**config.mk**
```make
export PLATFORM = sky130hd
export DESIGN_NAME = bfly_operand_loader
export DESIGN_NICKNAME = d
export VERILOG_FILES = /design/src/rtl/bfly_operand_loader.sv
export SDC_FILE = /design/constraint.sdc
export NUM_CORES = 1
export LEC_CHECK = 0
export BUFFER_PORTS_ARGS = -buffer_cell sky130_fd_sc_hd__buf_4
export CAP_MARGIN = 25
export CORE_UTILIZATION = 35
export DETAILED_ROUTE_END_ITERATION = 12
export PLACE_DENSITY = 0.69
export RECOVER_POWER = 25
export SKIP_CTS_REPAIR_TIMING = 1
export SYNTH_ARGS = -nofsm -noshare
export SYNTH_HDL_FRONTEND = slang
export SYNTH_SLANG_ARGS = --single-unit
```
**constraint.sdc**
```tcl
create_clock -name clk -period 4.7 [get_ports clk]
set_clock_uncertainty 0.2 [all_clocks]
set_input_delay 0.47 -clock clk [delete_from_list [all_inputs] [get_ports clk]]
set_output_delay 0.47 -clock clk [all_outputs]
set_load 0.05 [all_outputs]
```
**src/rtl/bfly_operand_loader.sv**
```systemverilog
// Fetches the four SRAM words of one radix-2 butterfly (A re/im, B re/im) and hands them over with valid/ready.
// Optional statistics outputs (sets_done, stray_rvalid) are built when BFLY_LOADER_STATS_EN is defined.
module bfly_operand_loader #(
  parameter int DATA_W = 16
) (
  input  logic              clk,
  input  logic              nrst,
  input  logic              start,
  input  logic [DATA_W-1:0] sram_rdata,
  input  logic              sram_rvalid,
  output logic [2:0]        samples_loaded_count,
  output logic              read_req,
  output logic              busy,
  output logic              ops_valid,
  input  logic              ops_ready,
  output logic [DATA_W-1:0] a_real,
  output logic [DATA_W-1:0] a_imag,
  output logic [DATA_W-1:0] b_real,
  output logic [DATA_W-1:0] b_imag
`ifdef BFLY_LOADER_STATS_EN
  ,
  output logic [15:0]       sets_done,
  output logic              stray_rvalid
`endif
);

  typedef enum logic [2:0] {IDLE, ADDR, REQ, WAIT, HOLD} state_t;

  state_t     state;
  state_t     state_next;
  logic [2:0] count_next;
  logic       capture;

  always_comb begin
    state_next = state;
    count_next = samples_loaded_count;
    capture    = 1'b0;
    case (state)
      IDLE: begin
        if (start) begin
          state_next = ADDR;
          count_next = 3'd0;
        end else begin
          count_next = 3'd4;
        end
      end
      // ADDR only gives the downstream address register a cycle to load.
      ADDR: state_next = REQ;
      REQ:  state_next = WAIT;
      WAIT: begin
        if (sram_rvalid) begin
          capture = 1'b1;
          if (samples_loaded_count == 3'd3) begin
            state_next = HOLD;
            count_next = 3'd4;
          end else begin
            state_next = ADDR;
            count_next = samples_loaded_count + 3'd1;
          end
        end
      end
      HOLD: begin
        if (ops_ready) begin
          if (start) begin
            state_next = ADDR;
            count_next = 3'd0;
          end else begin
            state_next = IDLE;
          end
        end
      end
      default: begin
        state_next = IDLE;
        count_next = 3'd4;
      end
    endcase
  end

  // Strobes are decoded from the next state so every output leaves a flop.
  always_ff @(posedge clk or negedge nrst) begin
    if (!nrst) begin
      state                <= IDLE;
      samples_loaded_count <= 3'd4;
      read_req             <= 1'b0;
      busy                 <= 1'b0;
      ops_valid            <= 1'b0;
      a_real               <= '0;
      a_imag               <= '0;
      b_real               <= '0;
      b_imag               <= '0;
    end else begin
      state                <= state_next;
      samples_loaded_count <= count_next;
      read_req             <= (state_next == REQ);
      busy                 <= (state_next != IDLE);
      ops_valid            <= (state_next == HOLD);
      if (capture) begin
        case (samples_loaded_count[1:0])
          2'd0:    a_real <= sram_rdata;
          2'd1:    a_imag <= sram_rdata;
          2'd2:    b_real <= sram_rdata;
          default: b_imag <= sram_rdata;
        endcase
      end
    end
  end

`ifdef BFLY_LOADER_STATS_EN
  always_ff @(posedge clk or negedge nrst) begin
    if (!nrst) begin
      sets_done    <= 16'd0;
      stray_rvalid <= 1'b0;
    end else begin
      if (state == HOLD && ops_ready) begin
        sets_done <= sets_done + 16'd1;
      end
      if (sram_rvalid && state != WAIT) begin
        stray_rvalid <= 1'b1;
      end
    end
  end
`endif

  count_in_range: assert property (@(posedge clk) disable iff (!nrst) samples_loaded_count <= 3'd4);

endmodule

```
==> flow_summary.toml <==
[global_routing]
use_met3_pct = 5.21
grt_overflow_total = 0
grt_pass1_vias = 1849
grtUsageMet1_pct = 18.1
busiest_layer = "met2"
grt_max_degree = 74
antenna_found_initial = 0
grt_pass1_wl_um = 9710
grt_util_met2_pct = 23.1
grt.total_usage_pct = 14.4

[flow_run]
drv_cap = 1

[timing]
setup_viol = 0
max_slew_margin_pct = -17.8
slew_viol_final = 74
fin_crit_ps = 1960
whs_ps = 188
fin_crit_sh_pct = 41.7
final_hold_viol_count = 0
setup_ws_ps = 2740
rsz0062_at_grt = "false"
max_slew.worst_pin.slew_ps = 1770
fin_tns_setup_ps = 0
fmax_ghz = 0.510

[routing]
drcViolationCount = 0
num_vias = 1797
firstDrtPassIters = 4
wl_per_cell_um = 15.8
avgViaCountPerCell = 4.68
antenna_left = 0
wirelength_um = 6080
drt_iter0_drc = 33

[synthesis]
synth_largest_area_cell = "dfrtp_1"
synth_top_area_share_pct = 58.3
synth_seq_area_share_pct = 59.1
synth.distinct_cells = 26
synth-edff-count = 0
syn_avg_cell_area_um2 = 17.3
syn-num-nets = 205
ys_seq_elements = 73
yosysWarnings = 0
synth_flop_cell = "dfrtp_1"
synth.area.top_cells = "dfrtp_1 (58%), mux2_4 (19%), mux2_2 (8.7%)"
synthCells = 179
mappedNetlistArea_mm2 = 0.00309
async_flop_share_pct = 100

[place]
dpl.hpwl_um = 4090
place_inst = 369
dp_slack_ps = 2680
globalplace.congestion = 0.738
io_buffer_count = 90

[floorplan]
rows = 33
initial_utilization_pct = 36.9
core-area_mm2 = 0.00838
die_x_um = 96.0
die_h_um = 96.0
design.die.area_mm2 = 0.00922
ios = 91

[clocking]
cts-root-buf = "clkbuf_8"
clk_path_buf_depth = 2
clock_latency_ps = 330
clock_sinks = 73
cts_max_level = 3
cts-buffers-inserted = 9
clkSlewWorstSetupHoldPaths_ps = 80
cts_tree = "yes"

[worst_setup_path]
worstPathRequired_ps = 4720
start_kind = "register"
rr_worst_depth = 3
reg2reg_from = "state[2]$_DFF_PN0_"
worst-setup-path-type = "register to register"
cp-end-kind = "register"
reg2reg_slack_ps = 2740
crit_fanout = 16
worstSetupStartpoint = "state[2]$_DFF_PN0_"
arrival_ps = 1980
reg2reg_to = "b_real[1]$_DFFE_PN0P_"

[run_status]
status = "finished with violations"
violations = "capacitance limit, slew limit"

[layout]
layout-drive-gt1-share_pct = 63.1
layout_commonest_cell = "buf_4"
layout_common_cells = "buf_4 (89), dfrtp_1 (72), mux2_4 (40), mux2_2 (24), clkbuf_8 (9)"
antenna_cells = 0
syn2layout_area_growth_pct = 29.0
final_nets = 301
final_cells = 384

[worst_hold_path]
hold_end = "b_real[0]$_DFFE_PN0P_"
hp-start = "sram_rdata[0]"
hold_class = "input port to register"
hold_path_depth = 2
-- metrics by stage --
step                instance area (um^2)  util (%)
floorplan                           3090         -
global placement                    3810      45.4
detailed placement                  3810      45.4
CTS                                 3990      47.6
global route                        3990      47.6
finish                              3990      47.6
-- metal layers --
metal	vias up	routed length, um
met1	906	2720
li1	827	-
met3	7	374
met5	-	0
met4	0	62
met2	57	2920
-- sequential cells by signal, indices dropped and copies added, names as in the netlist --
| signal | count |
|---|---|
| a_real | 16 |
| samples_loaded_count | 3 |
| read_req | 1 |
| state | 3 |
| b_real | 16 |
| b_imag | 16 |
| busy | 1 |
| a_imag | 16 |
| ops_valid | 1 |
-- kinds of logic after synthesis --
| group | synth area share (%) |
|---|---|
| flops | 59.1 |
| mux | 29.1 |
| simple gates | 4.41 |
| buf+inv | 3.32 |
| compound gates | 2.02 |
| fa+ha+maj | 2.02 |
-- layout make-up --
type / instances / area (um^2)
multi-input cells: 98 / 1160
clock inverters: 5 / 57.6
fillers: 764 / 4390
clock buffers: 10 / 128
well taps: 105 / 131
repair buffers: 90 / 673
inverters: 3 / 11.3
flip-flops and latches: 73 / 1830
-- worst max-delay path, cell delays in order (launching register included) --
cell	delay (ps)
dfrtp_1	450
and4b_1	530
nand2_4	290
mux2_4	370
-- cells in the mapped netlist (all sizes together), types with 2 or more instances --
cell type  count
ha             5
buf            5
nand2          6
mux2          64
inv            3
nor2           3
dfrtp         72
a32o           3
nor2b          2
mux2i          3
-- how the worst max path moves through the flow --
stage                                                     end  slack, ps  cells past startpoint
final                                   b_real[1]$_DFFE_PN0P_       2740                      3
after global routing      samples_loaded_count[1]$_DFFE_PN0P_       2470                      1
after CTS                               b_real[1]$_DFFE_PN0P_       2720                      3
after detailed placement                b_real[7]$_DFFE_PN0P_       2680                      4
after global placement                  b_real[6]$_DFFE_PN0P_       2700                      4
after floorplan                                busy$_DFF_PN0_       2620                      5
Power is not shown: default switching activity piles up to over one toggle a cycle in this logic, so the estimate is an artifact.
